### src/rtl/sample_mac_acc.sv
`default_nettype none
// ============================================================================
// Module   : sample_mac_acc
// Summary  : Accumulates LEN signed products, then emits a shifted, saturated
//            result through a valid/ready handshake.
// Revision : 1.0
// ============================================================================
module sample_mac_acc #(
    parameter int DIN_WIDTH = 14,
    parameter int LEN       = 16,
    parameter int ACC_WIDTH = 24,
    parameter int SHIFT     = 0,
    parameter int OUT_WIDTH = 14
) (
    input  logic                        ap_clk,
    input  logic                        ap_rst_n,
    input  logic signed [DIN_WIDTH-1:0] prod_din,
    input  logic                        prod_valid,
    output logic                        prod_ready,
    input  logic                        acc_clr,
    output logic signed [OUT_WIDTH-1:0] acc_dout,
    output logic                        acc_valid,
    input  logic                        acc_ready,
    output logic                        acc_ovf,
    output logic                        busy
);

    localparam int c_cnt_w = $clog2(LEN);
    localparam int c_ext_w = (ACC_WIDTH > OUT_WIDTH) ? ACC_WIDTH : OUT_WIDTH;
    localparam logic [c_cnt_w-1:0] c_last = c_cnt_w'(LEN - 1);
    localparam logic signed [c_ext_w-1:0] c_max =
        {{(c_ext_w - OUT_WIDTH + 1){1'b0}}, {(OUT_WIDTH - 1){1'b1}}};
    localparam logic signed [c_ext_w-1:0] c_min =
        {{(c_ext_w - OUT_WIDTH + 1){1'b1}}, {(OUT_WIDTH - 1){1'b0}}};

    if (ACC_WIDTH < DIN_WIDTH + $clog2(LEN)) begin : g_acc_width_check
        $error("sample_mac_acc: ACC_WIDTH too small for DIN_WIDTH and LEN");
    end

    typedef enum logic [0:0] {
        ST_ACC = 1'b0,
        ST_OUT = 1'b1
    } state_t;

    state_t                      r_state;
    state_t                      w_state_nxt;
    logic                        r_run;
    logic signed [ACC_WIDTH-1:0] r_acc;
    logic        [c_cnt_w-1:0]   r_cnt;
    logic signed [OUT_WIDTH-1:0] r_dout;
    logic                        r_ovf;

    logic                        w_accept;
    logic                        w_last;
    logic signed [ACC_WIDTH-1:0] w_prod_ext;
    logic signed [ACC_WIDTH-1:0] w_sum;
    logic signed [ACC_WIDTH-1:0] w_shifted;
    logic signed [c_ext_w-1:0]   w_ext;
    logic                        w_hi;
    logic                        w_lo;
    logic signed [OUT_WIDTH-1:0] w_sat;

    // r_run holds prod_ready low until the first edge after reset release
    assign prod_ready = r_run && (r_state == ST_ACC) && !acc_clr;
    assign acc_valid  = (r_state == ST_OUT);
    assign acc_dout   = r_dout;
    assign acc_ovf    = r_ovf;
    assign busy       = (r_cnt != '0) || acc_valid;

    assign w_accept   = prod_valid && prod_ready;
    assign w_last     = (r_cnt == c_last);
    assign w_prod_ext = ACC_WIDTH'(prod_din);
    assign w_sum      = r_acc + w_prod_ext;
    assign w_shifted  = w_sum >>> SHIFT;
    assign w_ext      = c_ext_w'(w_shifted);
    assign w_hi       = (w_ext > c_max);
    assign w_lo       = (w_ext < c_min);
    assign w_sat      = w_hi ? c_max[OUT_WIDTH-1:0] :
                        w_lo ? c_min[OUT_WIDTH-1:0] : w_ext[OUT_WIDTH-1:0];

    always_ff @(posedge ap_clk or negedge ap_rst_n) begin
        if (!ap_rst_n) begin
            r_state <= ST_ACC;
        end else begin
            r_state <= w_state_nxt;
        end
    end

    always_comb begin
        w_state_nxt = r_state;
        if (acc_clr) begin
            w_state_nxt = ST_ACC;
        end else begin
            case (r_state)
                ST_ACC:  if (w_accept && w_last) w_state_nxt = ST_OUT;
                ST_OUT:  if (acc_ready) w_state_nxt = ST_ACC;
                default: w_state_nxt = ST_ACC;
            endcase
        end
    end

    always_ff @(posedge ap_clk or negedge ap_rst_n) begin
        if (!ap_rst_n) begin
            r_run  <= 1'b0;
            r_acc  <= '0;
            r_cnt  <= '0;
            r_dout <= '0;
            r_ovf  <= 1'b0;
        end else begin
            r_run <= 1'b1;
            if (acc_clr) begin
                r_acc <= '0;
                r_cnt <= '0;
            end else if (w_accept) begin
                if (w_last) begin
                    r_acc  <= '0;
                    r_cnt  <= '0;
                    r_dout <= w_sat;
                    r_ovf  <= w_hi || w_lo;
                end else begin
                    r_acc <= w_sum;
                    r_cnt <= r_cnt + c_cnt_w'(1);
                end
            end
        end
    end

endmodule
`default_nettype wire
### config.mk
export PLATFORM = sky130hd
export DESIGN_NAME = sample_mac_acc
export DESIGN_NICKNAME = d
export VERILOG_FILES = /design/src/rtl/sample_mac_acc.sv
export SDC_FILE = /design/constraint.sdc
export NUM_CORES = 1
export LEC_CHECK = 0
export ABC_CLOCK_PERIOD_IN_PS = 4200
export BUFFER_PORTS_ARGS = -buffer_cell sky130_fd_sc_hd__buf_2
export CAP_MARGIN = 30
export CORE_MARGIN = 1
export CORE_UTILIZATION = 61
export CTS_BUF_LIST = sky130_fd_sc_hd__clkbuf_4 sky130_fd_sc_hd__clkbuf_8
export DETAILED_ROUTE_END_ITERATION = 8
export GPL_TIMING_DRIVEN = 1
export PLACE_DENSITY = 0.83
export REMOVE_ABC_BUFFERS = 1
export SLEW_MARGIN = 20
export SYNTH_ARGS = -nofsm -noshare
export SYNTH_HDL_FRONTEND = slang
export SYNTH_SLANG_ARGS = --single-unit
### constraint.sdc
create_clock -name ap_clk -period 4.2 [get_ports ap_clk]
set_clock_uncertainty 0.1 [all_clocks]
set_input_delay 0.63 -clock ap_clk [delete_from_list [all_inputs] [get_ports ap_clk]]
set_output_delay 0.63 -clock ap_clk [all_outputs]
set_load 0.005 [all_outputs]
==> impl_metrics.json <==
{
  "diodes": 0,
  "crit_type": "in2reg",
  "via_per_inst": 6.41,
  "synthCells": 336,
  "grt_remaining_overflow": 0,
  "synth.area.mux_share_pct": 0.934,
  "worst_pin_slew_ns": 0.725,
  "end_kind": "flop",
  "grt_pass1_vias": 2698,
  "timing.final.hold_violations": 0,
  "grt_max_degree": 34,
  "netlist.area_leader.share_pct": 35.0,
  "die_y_um": 74.6,
  "cellPowerDensity_nw_per_um2": 317,
  "synth_top_family_by_area": "compound AO/OA/AOI/OAI gates",
  "finalInstanceArea_sq_um": 3660,
  "outcome": "complete, no violations",
  "dpl.hpwl_um": 5900,
  "synth-edff-count": 0,
  "ir_drop_mv": 0.238,
  "synthTopCellsByArea": "dfrtp_1, ha_1, a22o_1",
  "cts_max_level": 2,
  "post_cts_resized": 0,
  "synthAdderAreaFrac_pct": 10.4,
  "synth-compound-area-share_pct": 30.1,
  "synthFlopType": "dfrtp_1",
  "fin_nets": 426,
  "crit_required_ns": 4.34,
  "synth_top_area_cell": "dfrtp_1",
  "p_leak_nw": 1.87,
  "pin_count": 37,
  "antenna_found_initial": 0,
  "postRouteAntennaNets": 0,
  "wirelength_um": 7890,
  "clk_latency_ns": 0.30,
  "seqPwrFrac_pct": 40.4,
  "pre_cts_ws_ns": 0.0629,
  "synth.most_common_cell": "dfrtp_1",
  "layout-drive-gt1-share_pct": 20.9,
  "fillers": 406,
  "fin_crit_ns": 3.83,
  "yosys_register_bits": 45,
  "synth-simple-area-share_pct": 15.3,
  "die_area_sq_um": 5560,
  "tns_ns": 0,
  "drt_pass1_iterations": 4,
  "via_count": 2898,
  "netlist_area_sq_um": 3210,
  "initialDrtViolationCount": 244,
  "synthTopCellsByCount": "dfrtp_1, nand2_1, ha_1, o21ai_0, a21oi_1",
  "fmax_ghz": 0.261,
  "synthXorXnorAreaFrac_pct": 5.45,
  "clock_sinks": 45,
  "grt_setup_unrepaired": "false",
  "switchingPower_w": 0.000396,
  "route.detailed.drc": 0,
  "drv_cap": 0,
  "ys_types": 60,
  "cts_made_buffers": 5,
  "power_frac_comb_pct": 33.9,
  "hold_class": "in2async",
  "setup_violations": 0,
  "postCtsSetupRepairBufs": 0,
  "start_kind": "input pin",
  "slew_headroom_pct": 51.7,
  "syn_avg_cell_area_sq_um": 9.57,
  "p_int_w": 0.000766,
  "areaGrowthSynthToFinish_pct": 13.9,
  "worst_slack_ns": 0.368,
  "power_frac_clock_pct": 25.7,
  "clk_path_buf_depth": 2,
  "ys.warnings.count": 0,
  "cp_max_fo": 14,
  "grt_use_total_pct": 30.4,
  "io_buffers": 36,
  "placed_area_sq_um": 3560,
  "wl_per_cell_um": 17.4,
  "switching_share_pct": 34.1,
  "final_util_pct": 72.2,
  "cts_tree": "built",
  "synthArstFlopShare_pct": 100,
  "cts-root-buf": "clkbuf_8",
  "die_w_um": 74.6,
  "clk_pin_slew_ns": 0.08,
  "grt_pass1_wl_um": 12800,
  "ys_seq_area_share_pct": 35.0,
  "place_congestion": 0.904,
  "ctsHoldBuffers": 0,
  "period_share_pct": 91.2,
  "coreArea_sq_um": 5070,
  "worstPathArrival_ns": 3.97,
  "start_util_pct": 63.3,
  "slew_violations": 0,
  "rows": 26
}
final timing paths:
kind                              startpoint           end  slack [ns]  cells past startpoint
worst max-delay path             prod_din[0]   acc_dout[4]        0.37                     13
worst min-delay path                ap_rst_n      r_acc[6]        0.12                      1
worst max register to register      r_acc[0]   acc_dout[4]        0.41                     12
worst min register to register  acc_dout[13]  acc_dout[13]        0.39                      1
max in group asynchronous           ap_rst_n  acc_dout[13]        3.40                      2
min in group ap_clk             acc_dout[13]  acc_dout[13]        0.39                      1
worst max-delay path, cell delays in order:
cell and delay (ns):
buf_2 0.10, ha_1 0.23, fa_1 0.43, a211o_1 0.30, a211o_1 0.35, o211a_1 0.26
nor4_2 0.25, or3_1 0.17, xor2_1 0.09, or4_4 0.56, o41ai_4 0.27, buf_12 0.19
a221o_2 0.15
final cells by class:
class	instances	area, sq um	share of cell area [%]
multi-input cells	270	2000	54.6
flip-flops and latches	45	1130	30.7
repair buffers	51	318	8.68
clock buffers	7	96.3	2.63
well taps	70	87.6	2.39
inverters	8	30.0	0.820
clock inverters	1	5.00	0.137
power groups by stage:
stage          Combinational [W]  Clock, W  Sequential (W)
6_report                0.000394  0.000299        0.000469
4_1_cts                 0.000388  0.000304        0.000469
2_1_floorplan           0.000263         0        0.000473
3_3_place_gp            0.000374         0        0.000476
3_5_place_dp            0.000384         0        0.000477
5_1_grt                 0.000429  0.000317        0.000471
layer usage:
layer	up-vias	share of wire, %	global-route usage, %
li1	1388	-	-
met1	1407	46	43.1
met2	90	48	49.1
met3	13	4.5	3.66
met4	0	1.7	8.60
met5	-	0	0
cells in the final DEF, fill, tap and decap left out, types with 9 or more instances in the layout:
cell type	n
a22o_1	16
a21oi_1	20
nand2_1	28
buf_4	13
o21ai_0	22
nor2_1	15
o211ai_1	9
xnor2_1	9
xor2_1	11
ha_1	25
buf_2	36
dfrtp_1	45
sequential cells by signal, indices dropped and copies added, names as in the netlist:
signal	count
r_acc	24
acc_dout	14
r_cnt	4
acc_ovf	1
acc_valid	1
r_run	1
logic make-up (layout without fill, tap and decap cells):
logic type,after synthesis,count (layout)
buffers and inverters,21,67
and+or+nand+nor,93,93
xor gates and xnor gates,20,20
AOI/OAI and AO/OA,127,127
muxes,3,3
adders and majority gates,26,26
other,1,1
DFF,45,45
stage by stage:
stage | total power (W) | hold WS [ns] | instances
2_1_floorplan | 0.000736 | 0.234 | 323
4_1_cts | 0.00116 | 0.115 | 452
3_5_place_dp | 0.000861 | 0.375 | 444
6_report | 0.00116 | 0.122 | 452
5_1_grt | 0.00122 | 0.134 | 452
3_3_place_gp | 0.000850 | 0.371 | 443
(Power assumes the default switching activity.)
